===== src/rtl/dt_engine_if.sv =====
// Handshake, stimulus-ROM and result-RAM bundle of the distance-transform engine.
// The master modport is the engine side; the slave modport is the job controller and memories.
interface dt_engine_if #(
  parameter int IMG_W  = 128,
  parameter int IMG_H  = 128,
  parameter int STI_W  = 16,
  parameter int DIST_W = 8
);
  localparam int AW  = $clog2(IMG_W * IMG_H);
  localparam int SAW = $clog2(IMG_W * IMG_H / STI_W);

  logic              start;
  logic              metric;
  logic              busy;
  logic              done;
  logic              sti_rd;
  logic [SAW-1:0]    sti_addr;
  logic [STI_W-1:0]  sti_di;
  logic              res_wr;
  logic              res_rd;
  logic [AW-1:0]     res_addr;
  logic [DIST_W-1:0] res_do;
  logic [DIST_W-1:0] res_di;

  modport master (
    input  start, metric, sti_di, res_di,
    output busy, done, sti_rd, sti_addr, res_wr, res_rd, res_addr, res_do
  );

  modport slave (
    output start, metric, sti_di, res_di,
    input  busy, done, sti_rd, sti_addr, res_wr, res_rd, res_addr, res_do
  );
endinterface


===== src/rtl/dt_engine.sv =====
// Two-pass chessboard / city-block distance transform: LOAD expands the packed ROM image, FWD and BWD raster passes.
// Define DT_BORDER_CLEAR_EN to force every border pixel to background during LOAD.
module dt_engine #(
  parameter int IMG_W  = 128,
  parameter int IMG_H  = 128,
  parameter int STI_W  = 16,
  parameter int DIST_W = 8
) (
  input logic        clk,
  input logic        reset,
  dt_engine_if.master bus
);
  localparam int NPIX = IMG_W * IMG_H;
  localparam int AW   = $clog2(NPIX);
  localparam int CW   = $clog2(IMG_W);
  localparam int SW   = $clog2(STI_W);

  localparam logic [AW-1:0]   FIRST_PIX = AW'(IMG_W + 1);
  localparam logic [AW-1:0]   LAST_PIX  = AW'((IMG_H - 2) * IMG_W + IMG_W - 2);
  localparam logic [AW-1:0]   END_LOAD  = AW'(NPIX - 1);
  localparam logic [DIST_W:0] DMAX      = (DIST_W + 1)'((1 << DIST_W) - 1);

  typedef enum logic [2:0] {IDLE, LOAD, FWD, BWD, FIN} state_t;

  state_t            state_reg;
  logic              metric_reg;
  logic              busy_reg;
  logic              done_reg;
  logic              sti_rd_reg;
  logic              res_wr_reg;
  logic              res_rd_reg;
  logic [AW-1:0]     res_addr_reg;
  logic [DIST_W-1:0] res_do_reg;
  logic [AW-1:0]     cen_reg;
  logic [2:0]        step_reg;
  logic [DIST_W-1:0] min_reg;
  logic [DIST_W-1:0] cen_val_reg;

  // Offset of the k-th neighbour (k = 1..4) relative to the centre pixel.
  function automatic logic [AW-1:0] nbr_off(input logic bwd, input logic city, input logic [2:0] k);
    int off;
    off = 0;
    if (city) begin
      if (k == 3'd1) off = bwd ? 1 : -IMG_W;
      else           off = bwd ? IMG_W : -1;
    end else begin
      case (k)
        3'd1:    off = bwd ? 1         : -IMG_W - 1;
        3'd2:    off = bwd ? IMG_W - 1 : -IMG_W;
        3'd3:    off = bwd ? IMG_W     : -IMG_W + 1;
        default: off = bwd ? IMG_W + 1 : -1;
      endcase
    end
    return AW'(off);
  endfunction

  // LOAD pixel: the ROM word holds STI_W pixels MSB first.
  logic [STI_W-1:0] sti_shift;
  logic             ld_bit;
  assign sti_shift = bus.sti_di << (res_addr_reg[CW-1:0] & CW'(STI_W - 1));
`ifdef DT_BORDER_CLEAR_EN
  logic [AW-CW-1:0] ld_row;
  logic [CW-1:0]    ld_col;
  logic             ld_border;
  assign ld_row    = res_addr_reg[AW-1:CW];
  assign ld_col    = res_addr_reg[CW-1:0];
  assign ld_border = (ld_row == '0) || (ld_row == (AW-CW)'(IMG_H - 1)) ||
                     (ld_col == '0) || (ld_col == CW'(IMG_W - 1));
  assign ld_bit    = sti_shift[STI_W-1] & ~ld_border;
`else
  assign ld_bit    = sti_shift[STI_W-1];
`endif

  logic              in_bwd;
  logic [2:0]        last_k;
  logic [DIST_W-1:0] nbr_min;
  logic [DIST_W:0]   inc;
  logic [DIST_W-1:0] inc_sat;
  logic [DIST_W-1:0] new_d;
  logic              pass_last;
  logic              col_edge;
  logic [AW-1:0]     cen_next;
  logic              adv;

  assign in_bwd  = (state_reg == BWD);
  assign last_k  = metric_reg ? 3'd2 : 3'd4;
  assign nbr_min = (bus.res_di < min_reg) ? bus.res_di : min_reg;
  assign inc     = {1'b0, nbr_min} + (DIST_W + 1)'(1);
  assign inc_sat = (inc > DMAX) ? DMAX[DIST_W-1:0] : inc[DIST_W-1:0];
  assign new_d   = (in_bwd && (cen_val_reg < inc_sat)) ? cen_val_reg : inc_sat;

  // Interior raster walk: a row change skips the two border columns (+/-3).
  assign pass_last = in_bwd ? (cen_reg == FIRST_PIX) : (cen_reg == LAST_PIX);
  assign col_edge  = in_bwd ? (cen_reg[CW-1:0] == CW'(1)) : (cen_reg[CW-1:0] == CW'(IMG_W - 2));
  assign cen_next  = in_bwd ? (cen_reg - (col_edge ? AW'(3) : AW'(1)))
                            : (cen_reg + (col_edge ? AW'(3) : AW'(1)));
  assign adv       = ((step_reg == 3'd0) && (bus.res_di == '0)) || (step_reg == last_k + 3'd1);

  always_ff @(posedge clk or negedge reset) begin
    if (!reset) begin
      state_reg    <= IDLE;
      metric_reg   <= 1'b0;
      busy_reg     <= 1'b0;
      done_reg     <= 1'b0;
      sti_rd_reg   <= 1'b0;
      res_wr_reg   <= 1'b0;
      res_rd_reg   <= 1'b0;
      res_addr_reg <= '0;
      res_do_reg   <= '0;
      cen_reg      <= '0;
      step_reg     <= '0;
      min_reg      <= '0;
      cen_val_reg  <= '0;
    end else begin
      case (state_reg)
        IDLE: begin
          if (bus.start) begin
            state_reg    <= LOAD;
            metric_reg   <= bus.metric;
            busy_reg     <= 1'b1;
            done_reg     <= 1'b0;
            sti_rd_reg   <= 1'b1;
            res_wr_reg   <= 1'b1;
            res_addr_reg <= '0;
          end
        end
        LOAD: begin
          if (res_addr_reg == END_LOAD) begin
            state_reg    <= FWD;
            sti_rd_reg   <= 1'b0;
            res_wr_reg   <= 1'b0;
            res_rd_reg   <= 1'b1;
            res_addr_reg <= FIRST_PIX;
            cen_reg      <= FIRST_PIX;
            step_reg     <= '0;
          end else begin
            res_addr_reg <= res_addr_reg + AW'(1);
          end
        end
        FWD, BWD: begin
          if (adv) begin
            res_wr_reg <= 1'b0;
            step_reg   <= '0;
            if (!pass_last) begin
              cen_reg      <= cen_next;
              res_addr_reg <= cen_next;
              res_rd_reg   <= 1'b1;
            end else if (!in_bwd) begin
              state_reg    <= BWD;
              cen_reg      <= LAST_PIX;
              res_addr_reg <= LAST_PIX;
              res_rd_reg   <= 1'b1;
            end else begin
              state_reg    <= FIN;
              res_rd_reg   <= 1'b0;
            end
          end else if (step_reg == 3'd0) begin
            cen_val_reg  <= bus.res_di;
            min_reg      <= '1;
            step_reg     <= 3'd1;
            res_addr_reg <= cen_reg + nbr_off(in_bwd, metric_reg, 3'd1);
          end else begin
            min_reg  <= nbr_min;
            step_reg <= step_reg + 3'd1;
            if (step_reg == last_k) begin
              res_rd_reg   <= 1'b0;
              res_wr_reg   <= 1'b1;
              res_addr_reg <= cen_reg;
              res_do_reg   <= new_d;
            end else begin
              res_addr_reg <= cen_reg + nbr_off(in_bwd, metric_reg, step_reg + 3'd1);
            end
          end
        end
        FIN: begin
          state_reg <= IDLE;
          busy_reg  <= 1'b0;
          done_reg  <= 1'b1;
        end
        default: state_reg <= IDLE;
      endcase
    end
  end

  assign bus.busy     = busy_reg;
  assign bus.done     = done_reg;
  assign bus.sti_rd   = sti_rd_reg;
  assign bus.sti_addr = sti_rd_reg ? res_addr_reg[AW-1:SW] : '0;
  assign bus.res_wr   = res_wr_reg;
  assign bus.res_rd   = res_rd_reg;
  assign bus.res_addr = res_addr_reg;
  // During LOAD the write data comes straight from the ROM word being addressed.
  assign bus.res_do   = sti_rd_reg ? DIST_W'(ld_bit) : res_do_reg;
endmodule

===== src/flat_wrapper.sv =====
// flat-port wrapper written by rule: the top's interface ports become plain ports
module dt_engine_flat 
#(
  parameter int IMG_W  = 128,
  parameter int IMG_H  = 128,
  parameter int STI_W  = 16,
  parameter int DIST_W = 8
)
  (clk, reset, bus_start, bus_metric, bus_sti_di, bus_res_di, bus_busy, bus_done, bus_sti_rd, bus_sti_addr, bus_res_wr, bus_res_rd, bus_res_addr, bus_res_do);
  dt_engine_if #(.IMG_W(IMG_W), .IMG_H(IMG_H), .STI_W(STI_W), .DIST_W(DIST_W)) bus_i ();
  input logic clk;
  input logic reset;
  input wire logic [$bits(bus_i.start)-1:0] bus_start;
  input wire logic [$bits(bus_i.metric)-1:0] bus_metric;
  input wire logic [$bits(bus_i.sti_di)-1:0] bus_sti_di;
  input wire logic [$bits(bus_i.res_di)-1:0] bus_res_di;
  output wire logic [$bits(bus_i.busy)-1:0] bus_busy;
  output wire logic [$bits(bus_i.done)-1:0] bus_done;
  output wire logic [$bits(bus_i.sti_rd)-1:0] bus_sti_rd;
  output wire logic [$bits(bus_i.sti_addr)-1:0] bus_sti_addr;
  output wire logic [$bits(bus_i.res_wr)-1:0] bus_res_wr;
  output wire logic [$bits(bus_i.res_rd)-1:0] bus_res_rd;
  output wire logic [$bits(bus_i.res_addr)-1:0] bus_res_addr;
  output wire logic [$bits(bus_i.res_do)-1:0] bus_res_do;
  assign bus_i.start = bus_start;
  assign bus_i.metric = bus_metric;
  assign bus_i.sti_di = bus_sti_di;
  assign bus_i.res_di = bus_res_di;
  assign bus_busy = bus_i.busy;
  assign bus_done = bus_i.done;
  assign bus_sti_rd = bus_i.sti_rd;
  assign bus_sti_addr = bus_i.sti_addr;
  assign bus_res_wr = bus_i.res_wr;
  assign bus_res_rd = bus_i.res_rd;
  assign bus_res_addr = bus_i.res_addr;
  assign bus_res_do = bus_i.res_do;
  dt_engine #(.IMG_W(IMG_W), .IMG_H(IMG_H), .STI_W(STI_W), .DIST_W(DIST_W)) u_core (.clk(clk), .reset(reset), .bus(bus_i));
endmodule

===== config.mk =====
export PLATFORM = sky130hd
export DESIGN_NAME = dt_engine_flat
export DESIGN_NICKNAME = d
export VERILOG_FILES = /design/src/rtl/dt_engine_if.sv /design/src/rtl/dt_engine.sv /design/src/flat_wrapper.sv
export SDC_FILE = /design/constraint.sdc
export NUM_CORES = 1
export LEC_CHECK = 0
export ABC_AREA = 1
export BUFFER_PORTS_ARGS = -buffer_cell sky130_fd_sc_hd__buf_2
export CORE_ASPECT_RATIO = 1.5
export CORE_MARGIN = 4
export CORE_UTILIZATION = 66
export CTS_CLUSTER_DIAMETER = 30
export DETAILED_ROUTE_END_ITERATION = 7
export PLACE_DENSITY = 0.88
export SETUP_SLACK_MARGIN = 0.5
export SLEW_MARGIN = 10
export SYNTH_ARGS = -nofsm -noshare
export SYNTH_HDL_FRONTEND = slang
export SYNTH_SLANG_ARGS = --single-unit

===== constraint.sdc =====
create_clock -name clk -period 10 [get_ports clk]
set_clock_uncertainty 0.05 [all_clocks]
set_input_delay 2 -clock clk [delete_from_list [all_inputs] [get_ports clk]]
set_output_delay 2 -clock clk [all_outputs]
set_load 0.005 [all_outputs]

# ---- Word-level counts from Yosys, hierarchy flattened
# Cells that the tools add are included.
dict set report op_classes {
  bitwise_logic 2
  magnitude_cmp 3
  eq_ne 22
  n_shift 1
  n_addsub 8
  mux 66
  reduce_logical 23
}
# operator count
set op_table {}
lappend op_table {{2-to-1 mux 14 bit} 26}
lappend op_table {{one-hot mux 14 bit (3 select lines)} 2}
lappend op_table {{adder 14 bit} 3}
lappend op_table {{2-to-1 mux 8 bit} 5}
lappend op_table {{== test 14 bit, second input constant} 2}
lappend op_table {{one-hot mux 14 bit (2 select lines)} 1}
lappend op_table {{2-to-1 mux 3 bit} 9}
lappend op_table {{less-than comparator 8 bit} 2}
lappend op_table {{AND reduction 4 bit} 4}
lappend op_table {{left shift 16 x 4 -> 16 bit} 1}
lappend op_table {{adder 14 x 1 -> 14 bit, second input constant} 1}
lappend op_table {{== test 14 x 8 -> 1 bit, second input constant} 1}
lappend op_table {{2-to-1 mux 1 bit} 14}
lappend op_table {{subtractor 14 x 2 -> 14 bit} 1}
lappend op_table {{== test 3 x 2 -> 1 bit, second input constant} 4}
lappend op_table {{2-to-1 mux 10 bit} 1}
lappend op_table {{adder 8 x 1 -> 9 bit, second input constant} 1}
lappend op_table {{greater-than comparator 9 x 8 -> 1 bit, second input constant} 1}
lappend op_table {{one-hot mux 3 bit (3 select lines)} 1}
lappend op_table {{AND reduction 3 bit} 3}
lappend op_table {{logical NOT 8 bit} 1}
lappend op_table {{one-hot mux 1 bit (2 select lines)} 4}
lappend op_table {{AND reduction 2 bit} 4}
lappend op_table {{== test 7 x 1 -> 1 bit, second input constant} 1}
lappend op_table {{other kinds (22)} 32}
dict set report totals {
  reg_bits 64
  in_bits 28
}

# ---- Longest topological paths before layout
dict set report depth {
  ltp_word 13
  depth_mapped 31
  mapped_depth_nobuf 30
}

# ---- Least setup slack after synthesis
# No wires, ideal clock.
dict set report synth_path {
  path_type {input-to-reg}
  from {input bus_res_di[7]}
  to {register u_core.res_do_reg[0]}
  cell_stages 19
  setup_time_ns 0.118
  setup_slack_ns 4.821
  arrival_ns 5.011
  t_required_ns 9.832
  cell_sequence {ha_1 > a21oi_1 > o21a_1 > nand2_4 > buf_8 > o21ai_2 > ha_1 > nand3_1 > nor2_4 > nand3_1 > xnor2_1 > nor2_1 > ha_1 > nand3_1 > nand3b_1 > a41oi_2 > nand3_1 > nand3_1 > nand2_1}
}
dict set report synth_via {
  elab_chain_cells 8
}
# item line
set synth_rtl {}
lappend synth_rtl {{start, declared} flat_wrapper.sv:16} ;# input wire logic [$bits(bus_i.res_di)-1:0] bus_res_di;
lappend synth_rtl {{less-than comparator 8 bit} dt_engine.sv:87} ;# assign nbr_min = (bus.res_di < min_reg) ? bus.res_di : min_reg;
lappend synth_rtl {{2-to-1 mux 8 bit} dt_engine.sv:87}
lappend synth_rtl {{adder 8 x 1 -> 9 bit} dt_engine.sv:88} ;# assign inc = {1'b0, nbr_min} + (DIST_W + 1)'(1);
lappend synth_rtl {{greater-than comparator 9 x 8 -> 1 bit} dt_engine.sv:89} ;# assign inc_sat = (inc > DMAX) ? DMAX[DIST_W-1:0] : inc[DIST_W-1:0];
lappend synth_rtl {{2-to-1 mux 8 bit} dt_engine.sv:89}
lappend synth_rtl {{less-than comparator 8 bit} dt_engine.sv:90} ;# assign new_d = (in_bwd && (cen_val_reg < inc_sat)) ? cen_val_reg : inc_sat;
lappend synth_rtl {{logical AND 1 bit} dt_engine.sv:90}
lappend synth_rtl {{2-to-1 mux 8 bit} dt_engine.sv:90}
lappend synth_rtl {{end signal, assigned} dt_engine.sv:169} ;# res_do_reg <= new_d;
lappend synth_rtl {{end, declared} dt_engine.sv:33} ;# logic [DIST_W-1:0] res_do_reg;
# Parallel ways exist; a longest one is shown, timed or not.
# A chain may end at the register's enable or synchronous reset.

# ---- Final worst setup path
dict set report layout_path {
  from {input bus_res_di[5]}
  to {register u_core.res_do_reg[5]}
}
# The elaborated chain is that of the path after synthesis.

==> qor.txt <==
outcome: complete, no violations
# rows: 43
Peak VDD IR: 0.244 mV
Core Footprint: 9310 um^2
Fin. Hold Viols: 0
Rel. slew slack: 19.6%
maxcap violations: 0
# Post-CTS Setup Buffers: 0
Nets: 1104
DR vias/cell: 5.90
cell area after synthesis: 6300 um^2
Chip Width: 87.8 um
Final Max Tran Viols: 0
Starting Density: 67.7%
RSZ-0062 raised after global routing: no
asr flop ratio synth: 100%
Pwr Density: 400 nW/um^2
CTS Buffer Depth: 2
cell area after layout: 6990 um^2
Mapped Nets: 1047
final wirelength: 17800 um
Num CTS Buffers: 9
DPL Wire Length: 13500 um
P_leak: 3.82 nW
period utilisation layout: 54.7%
CTS Sinks: 64
largest net degree at the start of global routing: 65
# DRC: 0
YS warnings: 0
Startpoint Class: input pin
clock root buffer: clkbuf_16
first-pass GRT wire length: 29200 um
n_diodes: 0
crit path DAT: 5.69 ns
die height: 128 um
Initial DRC Count: 488
port bufs: 64
Post-synth EDFFs: 0
commonest non-fill, non-tap cells in the layout: nand2_1, inv_1, o21ai_0
vias: 6681
vias in the first global route: 6350
DP Area: 6690 um^2
post-layout min period: 5.47 ns
drt pass-1 iters: 5
initial antenna violation count: 0
Crit Path Category: input pin to flop
Synth Instances: 959
clock slew at reported path FFs: 0.06 ns
average size of a mapped cell: 6.57 um^2
layout cells sized above 1: 12.1%
CTS tree: done
remaining global-route overflow: 0
CP Data Required Time: 10.23 ns
actual slew at the worst max-slew pin: 1.20 ns
worst-path maximum fanout: 15
library cells used by synthesis: 47
Worst setup EP type: flop
Seq/Total Area, Yosys: 25.4%
drt wl/cell: 15.7 um
most common flop cell mapped by yosys: dfrtp_1
GP Congestion: 0.991
final number of setup-violating endpoints: 0
Area Overhead vs Synth: 10.8%
flops & latches, synth: 64
Post-CTS Resized: 0
achievable clock frequency: 0.183 GHz
clock latency on the worst-skew pair: 0.34 ns
final setup TNS: 0 ns
IO Count: 65
ANT nets after route: 0
H-tree lvl count: 3
GRT Util Overall: 32.8%
commonest non-fill, non-tap cell in the layout: nand2_1
hold_ws: 0.418 ns
class of the tightest hold or removal check: flop to flop
die area: 11200 um^2
# hold bufs at CTS: 0
[Yosys cell counts, drive strengths merged (3+ instances only)]
master	count	share of area, %
or2	3	0.30
nand4	3	0.30
o21a	3	0.36
nor2	99	6.4
xor2	18	2.5
ha	57	11
nand2	241	15
a31oi	8	0.79
nand3	63	5.1
xnor2	5	0.69
clkbuf	14	0.83
inv	135	8.0
o221ai	4	0.56
o21ai	106	8.7
fa	3	0.95
buf	8	0.89
o22ai	14	1.4
a211oi	5	0.67
a21o	4	0.48
nor3	15	1.5
dfrtp	64	25
a21oi	68	5.4
nor4	5	0.50
[worst max-delay path, cell delays in order]
cell,delay [ns]
buf_2,0.12
ha_1,0.30
a21oi_1,0.16
o21a_1,0.27
nand2_4,0.17
o21ai_2,0.24
ha_1,0.20
nand3_1,0.16
nor2_4,0.15
nand3_1,0.10
xnor2_1,0.23
nand3_2,0.12
nand2_2,0.11
nor2_1,0.08
ha_1,0.18
nand3_1,0.06
nand3b_1,0.10
a41oi_2,0.45
nand2_4,0.15
nand2_1,0.13
nand3_1,0.10
nand2_1,0.09
[report_power, final]
group | internal, W | switching (W) | leakage [nW] | total (W)
registers | 0.000362 | 0.000115 | 0.778 | 0.000477
logic | 0.000702 | 0.00130 | 2.89 | 0.00200
clock network | 0.000193 | 0.000123 | 0.150 | 0.000316
total | 0.00126 | 0.00154 | 3.82 | 0.00280
[cell families after synthesis]
group	synth area share, %
buffers and inverters	9.88
AND/OR/NAND/NOR	29.4
multiplexers	0.159
AO/OA/AOI/OAI	19.7
adder cells (fa/ha/maj)	12.3
flip-flops	25.4
XOR/XNOR	3.20
[layout make-up]
cell class / instances / area (um^2)
Multi-Input combinational cell: 736 / 4080
Fill cell: 741 / 2320
Sequential cell: 64 / 1600
Inverter: 137 / 514
Timing Repair Buffer: 68 / 350
Clock buffer: 9 / 225
Tap cell: 112 / 140
Clock inverter: 7 / 71.3
[per-layer routing]
| metal | routed length [um] | part of all wire, % | GRT usage (%) | vias to the layer above |
|---|---|---|---|---|
| li1 | - | - | - | 3277 |
| met3 | 921 | 5.2 | 3.67 | 86 |
| met1 | 6530 | 37 | 36.3 | 3045 |
| met5 | 0 | 0 | 0 | - |
| met2 | 9170 | 52 | 57.4 | 273 |
| met4 | 1160 | 6.5 | 22.0 | 0 |
[metrics by stage]
step	cells	util, %	total power, W	setup slack, ns
global route	1133	75.1	0.00307	4.23
finish	1133	75.1	0.00280	4.53
global placement	1117	71.9	0.00238	4.50
floorplan	959	-	0.00192	4.82
detailed placement	1117	71.9	0.00243	4.34
CTS	1133	75.1	0.00276	4.59
[final timing paths]
check	startpoint	to	slack (ns)	cells past startpoint
max	bus_res_di[5]	u_core.res_do_reg[5]$_DFFE_PN0P_	4.53	22
min	u_core.bus.done$_DFFE_PN0P_	u_core.bus.done$_DFFE_PN0P_	0.42	2
max reg2reg	u_core.state_reg[1]$_DFFE_PN0P_	u_core.bus.res_addr[10]$_DFFE_PN0P_	5.27	21
min reg2reg	u_core.bus.done$_DFFE_PN0P_	u_core.bus.done$_DFFE_PN0P_	0.42	2
max in group asynchronous	reset	u_core.bus.res_addr[2]$_DFFE_PN0P_	7.58	2
min in group asynchronous	reset	u_core.cen_val_reg[2]$_DFFE_PN0P_	1.78	2
Note: power is estimated with default switching activity, not from simulation.
